$ cat config.mk
export PLATFORM = sky130hd
export DESIGN_NAME = mode1_port_handshake_flat
export DESIGN_NICKNAME = d
export VERILOG_FILES = /design/src/rtl/mode1_port_handshake_if.sv /design/src/rtl/mode1_port_handshake.sv /design/src/flat_wrapper.sv
export SDC_FILE = /design/constraint.sdc
export NUM_CORES = 1
export LEC_CHECK = 0
export BUFFER_PORTS_ARGS = -buffer_cell sky130_fd_sc_hd__buf_2
export CORE_UTILIZATION = 29
export CTS_CLUSTER_DIAMETER = 50
export DETAILED_ROUTE_END_ITERATION = 6
export GPL_TIMING_DRIVEN = 0
export HOLD_SLACK_MARGIN = 0.1
export PLACE_DENSITY_LB_ADDON = 0.12
export SYNTH_ARGS = -nofsm -noshare
export SYNTH_HDL_FRONTEND = slang
export SYNTH_SLANG_ARGS = --single-unit
$ cat constraint.sdc
create_clock -name clk -period 1.7 [get_ports clk]
set_input_delay 0.255 -clock clk [delete_from_list [all_inputs] [get_ports clk]]
set_output_delay 0.255 -clock clk [all_outputs]
set_load 0.005 [all_outputs]
$ cat src/rtl/mode1_port_handshake_if.sv
// Purpose : Bundle of the CPU-side and peripheral-side signals of one strobed
//           (Mode 1) PPI port. The handshake engine connects via the slave
//           modport. The CPU/peripheral side (or a testbench) uses the master
//           modport.
// Signals : mode_input  1 = strobed input, 0 = strobed output
//           inte        interrupt enable
//           cpu_rd      one-cycle CPU read pulse
//           cpu_wr      one-cycle CPU write pulse
//           cpu_wdata   data from data bus buffer
//           cpu_rdata   data returned to the CPU
//           port_in     port pins, input direction
//           port_out    port pins, output direction
//           port_oe     1 = drive port_out onto the pins
//           stb_n       asynchronous peripheral strobe, active low
//           ack_n       asynchronous peripheral acknowledge, active low
//           ibf         input buffer full
//           obf_n       output buffer full, active low
//           intr        interrupt request
//           overrun     sticky flag: data overwritten before it was consumed
interface mode1_port_handshake_if #(
  parameter int WIDTH = 8
);
  logic             mode_input;
  logic             inte;
  logic             cpu_rd;
  logic             cpu_wr;
  logic [WIDTH-1:0] cpu_wdata;
  logic [WIDTH-1:0] cpu_rdata;
  logic [WIDTH-1:0] port_in;
  logic [WIDTH-1:0] port_out;
  logic             port_oe;
  logic             stb_n;
  logic             ack_n;
  logic             ibf;
  logic             obf_n;
  logic             intr;
  logic             overrun;

  modport master (
    output mode_input, inte, cpu_rd, cpu_wr, cpu_wdata, port_in, stb_n, ack_n,
    input  cpu_rdata, port_out, port_oe, ibf, obf_n, intr, overrun
  );

  modport slave (
    input  mode_input, inte, cpu_rd, cpu_wr, cpu_wdata, port_in, stb_n, ack_n,
    output cpu_rdata, port_out, port_oe, ibf, obf_n, intr, overrun
  );
endinterface

$ cat src/rtl/mode1_port_handshake.sv
// Purpose : Strobed (Mode 1) handshake engine for one PPI port.
//           Input mode latches the port pins on a falling STB_n and raises
//           IBF, then INTR on the rising STB_n.
//           Output mode holds CPU-written data and runs the OBF_n/ACK_n
//           exchange with the peripheral.
//           The peripheral strobes are asynchronous. They are resynchronised
//           here before edge detection.
// Ports   : clk      system clock, rising edge
//           reset_n  synchronous active-low reset
//           bus      mode1_port_handshake_if.slave (see interface header)
// Params  : WIDTH        port data width
//           SYNC_STAGES  synchroniser depth on stb_n/ack_n (>= 2)
module mode1_port_handshake #(
  parameter int WIDTH       = 8,
  parameter int SYNC_STAGES = 2
) (
  input  logic                  clk,
  input  logic                  reset_n,
  mode1_port_handshake_if.slave bus
);

  // One buffer, either empty or full. Which flag it drives depends on the
  // mode it was filled in.
  typedef enum logic {
    ST_EMPTY = 1'b0,
    ST_FULL  = 1'b1
  } state_t;

  state_t state, state_nxt;

  logic [SYNC_STAGES-1:0] stb_sync;
  logic [SYNC_STAGES-1:0] ack_sync;
  logic                   stb_s, ack_s;
  logic                   stb_prev, ack_prev;
  logic                   stb_fall, stb_rise, ack_fall, ack_rise;

  logic                   mode_prev;
  logic                   mode_change;
  logic                   full;

  logic [WIDTH-1:0]       in_reg, in_reg_nxt;
  logic [WIDTH-1:0]       out_reg, out_reg_nxt;
  logic                   intr_q, intr_q_nxt;
  logic                   overrun_q, overrun_nxt;

  // Synchronisers and edge-detect history.
  // They reset to 1 so that an idle (high) strobe produces no edge after
  // reset.
  always_ff @(posedge clk) begin
    if (!reset_n) begin
      stb_sync <= '1;
      ack_sync <= '1;
      stb_prev <= 1'b1;
      ack_prev <= 1'b1;
    end else begin
      stb_sync <= {stb_sync[SYNC_STAGES-2:0], bus.stb_n};
      ack_sync <= {ack_sync[SYNC_STAGES-2:0], bus.ack_n};
      stb_prev <= stb_s;
      ack_prev <= ack_s;
    end
  end

  assign stb_s    = stb_sync[SYNC_STAGES-1];
  assign ack_s    = ack_sync[SYNC_STAGES-1];
  assign stb_fall = stb_prev & ~stb_s;
  assign stb_rise = ~stb_prev & stb_s;
  assign ack_fall = ack_prev & ~ack_s;
  assign ack_rise = ~ack_prev & ack_s;

  // mode_prev loads the live mode during reset.
  // This prevents the first cycle after reset from looking like a mode change.
  assign mode_change = (bus.mode_input != mode_prev);
  assign full        = (state == ST_FULL);

  // State and data registers.
  always_ff @(posedge clk) begin
    if (!reset_n) begin
      state     <= ST_EMPTY;
      in_reg    <= '0;
      out_reg   <= '0;
      intr_q    <= 1'b0;
      overrun_q <= 1'b0;
      mode_prev <= bus.mode_input;
    end else begin
      state     <= state_nxt;
      in_reg    <= in_reg_nxt;
      out_reg   <= out_reg_nxt;
      intr_q    <= intr_q_nxt;
      overrun_q <= overrun_nxt;
      mode_prev <= bus.mode_input;
    end
  end

  // Next-state logic.
  // Within a mode, the CPU access is applied first and the strobe events
  // second, except that a CPU write in output mode is applied last.
  // This gives the required collision behaviour:
  //   - a read that coincides with a new strobe leaves the buffer full;
  //   - a write that coincides with an acknowledge leaves it full.
  // A read arriving with the strobe's rising edge consumes the data, so no
  // interrupt is raised for it.
  always_comb begin
    state_nxt   = state;
    in_reg_nxt  = in_reg;
    out_reg_nxt = out_reg;
    intr_q_nxt  = intr_q;
    overrun_nxt = overrun_q;

    if (mode_change) begin
      state_nxt   = ST_EMPTY;
      intr_q_nxt  = 1'b0;
      overrun_nxt = 1'b0;
    end else if (bus.mode_input) begin
      if (bus.cpu_rd) begin
        state_nxt   = ST_EMPTY;
        intr_q_nxt  = 1'b0;
        overrun_nxt = 1'b0;
      end else if (stb_rise && full) begin
        intr_q_nxt = 1'b1;
      end
      if (stb_fall) begin
        in_reg_nxt = bus.port_in;
        state_nxt  = ST_FULL;
        if (full && !bus.cpu_rd) begin
          overrun_nxt = 1'b1;
        end
      end
    end else begin
      if (bus.cpu_rd) begin
        overrun_nxt = 1'b0;
      end
      if (ack_fall) begin
        state_nxt = ST_EMPTY;
      end
      if (ack_rise && !full) begin
        intr_q_nxt = 1'b1;
      end
      if (bus.cpu_wr) begin
        out_reg_nxt = bus.cpu_wdata;
        state_nxt   = ST_FULL;
        intr_q_nxt  = 1'b0;
        if (full && !ack_fall) begin
          overrun_nxt = 1'b1;
        end
      end
    end
  end

  // Flags follow the registered mode.
  // Because of this, a mode flip clears them on the same edge that empties
  // the buffer.
  assign bus.ibf       = full & mode_prev;
  assign bus.obf_n     = ~(full & ~mode_prev);
  assign bus.intr      = intr_q & bus.inte;
  assign bus.overrun   = overrun_q;
  assign bus.cpu_rdata = bus.mode_input ? in_reg : out_reg;
  assign bus.port_out  = out_reg;
  assign bus.port_oe   = reset_n & ~bus.mode_input;

endmodule

$ cat src/flat_wrapper.sv
// flat-port wrapper written by rule: the top's interface ports become plain ports
module mode1_port_handshake_flat 
#(
  parameter int WIDTH       = 8,
  parameter int SYNC_STAGES = 2
)
  (clk, reset_n, bus_mode_input, bus_inte, bus_cpu_rd, bus_cpu_wr, bus_cpu_wdata, bus_port_in, bus_stb_n, bus_ack_n, bus_cpu_rdata, bus_port_out, bus_port_oe, bus_ibf, bus_obf_n, bus_intr, bus_overrun);
  mode1_port_handshake_if #(.WIDTH(WIDTH)) bus_i ();
  input  logic clk;
  input  logic reset_n;
  input wire logic [$bits(bus_i.mode_input)-1:0] bus_mode_input;
  input wire logic [$bits(bus_i.inte)-1:0] bus_inte;
  input wire logic [$bits(bus_i.cpu_rd)-1:0] bus_cpu_rd;
  input wire logic [$bits(bus_i.cpu_wr)-1:0] bus_cpu_wr;
  input wire logic [$bits(bus_i.cpu_wdata)-1:0] bus_cpu_wdata;
  input wire logic [$bits(bus_i.port_in)-1:0] bus_port_in;
  input wire logic [$bits(bus_i.stb_n)-1:0] bus_stb_n;
  input wire logic [$bits(bus_i.ack_n)-1:0] bus_ack_n;
  output wire logic [$bits(bus_i.cpu_rdata)-1:0] bus_cpu_rdata;
  output wire logic [$bits(bus_i.port_out)-1:0] bus_port_out;
  output wire logic [$bits(bus_i.port_oe)-1:0] bus_port_oe;
  output wire logic [$bits(bus_i.ibf)-1:0] bus_ibf;
  output wire logic [$bits(bus_i.obf_n)-1:0] bus_obf_n;
  output wire logic [$bits(bus_i.intr)-1:0] bus_intr;
  output wire logic [$bits(bus_i.overrun)-1:0] bus_overrun;
  assign bus_i.mode_input = bus_mode_input;
  assign bus_i.inte = bus_inte;
  assign bus_i.cpu_rd = bus_cpu_rd;
  assign bus_i.cpu_wr = bus_cpu_wr;
  assign bus_i.cpu_wdata = bus_cpu_wdata;
  assign bus_i.port_in = bus_port_in;
  assign bus_i.stb_n = bus_stb_n;
  assign bus_i.ack_n = bus_ack_n;
  assign bus_cpu_rdata = bus_i.cpu_rdata;
  assign bus_port_out = bus_i.port_out;
  assign bus_port_oe = bus_i.port_oe;
  assign bus_ibf = bus_i.ibf;
  assign bus_obf_n = bus_i.obf_n;
  assign bus_intr = bus_i.intr;
  assign bus_overrun = bus_i.overrun;
  mode1_port_handshake #(.WIDTH(WIDTH), .SYNC_STAGES(SYNC_STAGES)) u_core (.clk(clk), .reset_n(reset_n), .bus(bus_i));
endmodule
Word-level counts from Yosys, hierarchy flattened
Index checks and enable logic that the tools add are counted.
Widths: inputs -> output; s select.
{ "word_totals": {"ff_bits": 26, "input_bits": 24, "out_inout_bits": 21, "word_cells": 61} }
{ "op_classes": {"eq_ne": 3, "mux": 17, "bitwise_logic": 17, "n_reduce_logical": 14} }
{ "op_table": {"columns": ["cell", "n"], "rows": [
  ["$mux 1", 16],
  ["$not 1->1", 9],
  ["$and 1x1->1", 8],
  ["$mux 8", 1],
  ["$ne 3x1->1 const B", 2],
  ["$reduce_and 3->1", 2],
  ["$reduce_bool 3->1", 2],
  ["$logic_and 1x1->1", 4],
  ["$reduce_and 2->1", 2],
  ["$logic_not 1->1", 3],
  ["$reduce_or 2->1", 1],
  ["$ne 1x1->1", 1]
]} }

Longest topological paths before layout
{ "logic_depth": {"depth_word": 7, "depth_mapped": 7, "ltp_nobuf": 5} }

Worst setup path before layout
Ideal clock, no wire load.
{ "synth_path": {"kind": "input to register", "startpoint": "in bus_mode_input", "endpoint": "reg u_core.intr_q", "arrival_time_ns": 1.260, "required_time_ns": 1.642, "path_slack_ns": 0.382, "path_stages": 6, "cell_sequence": "buf_2 inv_1 ha_1 nand2b_1 a211oi_1 o21a_1"} }
{ "synth_via": {"elab_chain_cells": 2, "elab_cells_between_ends": 6, "cone_classes": "eq/ne: 2; mux: 1; reduce/logical: 3"} }
{ "synth_rtl": {"columns": ["item", "line_no", "source"], "rows": [
  ["start: declaration", "flat_wrapper.sv:11", "input wire logic [$bits(bus_i.mode_input)-1:0] bus_mode_input;"],
  ["$ne 3x1->1 (no source line) (tied with other cells)", null, null],
  ["$reduce_and 2->1 (no source line) or $reduce_or 2->1 (tied branches)", null, null],
  ["end signal: assignment", "mode1_port_handshake.sv:88", "intr_q <= intr_q_nxt;"],
  ["end: declaration", "mode1_port_handshake.sv:43", "logic intr_q, intr_q_nxt;"]
]} }
Several ways; a longest one is shown, not always the timed one.
A chain may end at the register's enable or synchronous reset.

Final worst setup path
{ "layout_path": {"startpoint": "in bus_mode_input", "endpoint": "reg u_core.out_reg[5], in the netlist u_core.bus.port_out[5]"} }
{ "layout_via": {"elab_chain_cells": 3, "elab_cells_between_ends": 4, "cone_classes": "eq/ne: 1; bitwise: 2; reduce/logical: 1"} }
{ "layout_rtl": {"columns": ["item", "line_no", "source"], "rows": [
  ["$ne 1x1->1", "mode1_port_handshake.sv:72", "assign mode_change = (bus.mode_input != mode_prev);"],
  ["$not 1->1 (no source line)", null, null],
  ["$reduce_and 3->1 (no source line) (*)", null, null],
  ["end signal: assignment", "mode1_port_handshake.sv:87", "out_reg <= out_reg_nxt;"],
  ["end: declaration", "mode1_port_handshake.sv:42", "logic [WIDTH-1:0] out_reg, out_reg_nxt;"]
]} }
Mark *: on every way between the ends. The rest lies on a longest branch, timed or not.

==> results.txt <==
Outcome - completed
Die footprint - 0.004176 sq mm
DRT iter0 DRCs - 22
Setup crit start kind - input pin
Upper clock frequency limit - 0.6626 GHz
Switch share - 22.98%
Max Cap Viol - 0
Final worst path period share - 88.78%
Layout cells sized above 1 - 36.63%
Grt ovf - 0
Die Span X - 64.63 um
DR WL/cell - 12.19 um
Placement Rows - 22
Worst setup margin - 0.1908 ns
CTS Sinks - 26
Post-Syn Area - 0.001137 sq mm
Core Region - 0.003716 sq mm
FF+latch count, synth - 26
Placed instance area - 0.001418 sq mm
CTS tree - built
Relative slew slack - 76.54%
Mapped Cells - 124
DRC viols - 0
Vias per cell - 4.595
Worst-path fanout max - 10
Critical path data required time - 1.89 ns
First-pass GRT wire length - 4388 um
Distinct cells, synth - 24
Area Overhead vs Synth - 29.48%
Flop pwr share - 54.5%
Tmin final - 1.509 ns
Post-CTS Hold Buffers - 0
Worst Tran Pin Value - 0.3508 ns
Vias - 1011
Ys flop type - dfxtp_1
Setup violators final - 0
Final Total Pwr - 0.001169 W
VDD IR-drop max - 0.2774 mV
Initial Utilization - 30.61%
Synth warnings - 0
Synth async-reset ratio - 0%
Hold Slack - 0.1668 ns
Cts bufs inserted - 3
Post-synthesis sequential area ratio - 45.76%
Gate power share - 11.3%
Design area - 0.001473 sq mm
Gpl congestion - 0.7886
Initial DRT Pass Iterations - 3
Clock Skew - 0.004239 ns
Clock Path Buffers - 2
Pre-CTS setup slack - -0.1152 ns
I/O Pins - 45
Vias in the first global route - 965
Final Hold Fails - 0
Clk_lat worst skew - 0.27 ns
Arrival @ worst endpoint - 1.70 ns
Final Net Count - 199
Clk pin slew, worst setup/hold paths - 0.09 ns
Initial antenna violation count - 0
Synthesized Nets - 150
Port Buffer Count - 44
Post-cts resize count - 0
Ant diodes - 0
Antenna Nets Post-Route - 0
H-tree depth - 1
Avg Inst Size Synth - 9.172 sq um
Psw - 0.0002686 W
Setup bufs post-CTS - 0
RSZ-0062 raised after global routing - no
Slew Limit Fails - 0
Pleak - 0.6547 nW
Clock group share of total power - 34.1%
Power per cell area - 793.9 mW/mm^2
Total GRT Usage - 14.00%
CP endpoint kind - flip-flop
CTS root buf - clkbuf_8
Die height - 64.63 um
Number of synthesized flops with an enable pin - 0
Pint - 0.0009005 W
HP Class - input pin to flip-flop
Routed wire length - 2681 um
Largest net degree at the start of global routing - 15
WS Path Type - input pin to flip-flop
HPWL Detailed - 2005 um
## cell usage after synthesis, types with 2 or more instances
| cell type | count | area share [%] |
|---|---|---|
| a21boi_0 | 3 | 2.0 |
| a21boi_1 | 13 | 8.6 |
| a22oi_1 | 3 | 2.0 |
| buf_2 | 6 | 2.6 |
| dfxtp_1 | 26 | 46 |
| ha_1 | 2 | 2.2 |
| inv_1 | 3 | 0.99 |
| mux2_2 | 8 | 7.9 |
| nand2_1 | 18 | 5.9 |
| nand2b_1 | 9 | 5.0 |
| nand3_1 | 16 | 7.0 |
| nand3b_1 | 3 | 2.0 |
| nor2b_1 | 3 | 1.7 |
## routing by layer
metal / part of all wire (%) / routed length [um] / vias up / track usage, %
li1: - / - / 520 / -
met1: 49 / 1303 / 464 / 18.11
met2: 45 / 1218 / 25 / 22.37
met3: 5.1 / 136 / 2 / 2.993
met4: 0.86 / 23 / 0 / 5.833
met5: 0 / 0 / - / 0
## final cells by class
type,count,area [sq um]
fillers,399,2243
multi-input cells,88,571.8
flip-flops and latches,26,520.5
repair buffers,44,220.2
well taps,48,60.06
clock buffers,4,55.05
plain buffers,7,33.78
inverters,3,11.26
## kinds of logic after synthesis
logic type,share of synthesized area (%)
AO/OA/AOI/OAI,15.62
adder cells (fa/ha/maj),2.200
multiplexers,7.921
flip-flops,45.76
AND/OR/NAND/NOR,24.53
buffers and inverters,3.960
## power groups by stage
| stage | sequential [W] | combinational (W) | clock [W] |
|---|---|---|---|
| floorplan | 0.000650 | 0.0000714 | 0 |
| global placement | 0.000651 | 0.000132 | 0 |
| detailed placement | 0.000652 | 0.000135 | 0 |
| CTS | 0.000638 | 0.000136 | 0.000411 |
| global route | 0.000640 | 0.000148 | 0.000441 |
| finish | 0.000638 | 0.000133 | 0.000399 |
## per-stage QoR
| stage | utilization (%) | std cells | TNS, ns |
|---|---|---|---|
| 6_report | 39.63 | 220 | 0 |
| 5_1_grt | 39.63 | 220 | 0 |
| 4_1_cts | 39.63 | 220 | 0 |
| 3_5_place_dp | 38.15 | 216 | -0.4444 |
| 2_1_floorplan | - | 124 | 0 |
| 3_3_place_gp | 38.15 | 216 | -0.2224 |
## worst max-delay path, stage by stage
cell      delay, ns
buf_2          0.18
buf_2          0.27
inv_1          0.07
ha_1           0.19
buf_2          0.18
nand2_1        0.26
nand2_1        0.11
a21boi_0       0.19
## worst paths after layout
check                           from                     end  slack (ns)  cells past startpoint
setup reg to reg    u_core.mode_prev  u_core.bus.port_out[5]        0.29                      6
hold / removal             bus_ack_n      u_core.ack_sync[0]        0.17                      2
hold reg to reg   u_core.ack_sync[0]      u_core.ack_sync[1]        0.41                      1
setup / recovery      bus_mode_input  u_core.bus.port_out[5]        0.19                      8
## cells in the final DEF, fill, tap and decap left out, types with 2 or more instances in the layout
master / Yosys / layout
mux2_2: 8 / 8
nor2b_1: 3 / 3
buf_2: 6 / 50
nand3b_1: 3 / 3
a22oi_1: 3 / 3
ha_1: 2 / 2
a21boi_0: 3 / 3
dfxtp_1: 26 / 26
inv_1: 3 / 3
nand2_1: 18 / 18
a21boi_1: 13 / 13
nand3_1: 16 / 16
clkbuf_8: 0 / 4
nand2b_1: 9 / 9
Note: power is estimated with default switching activity, not from simulation.
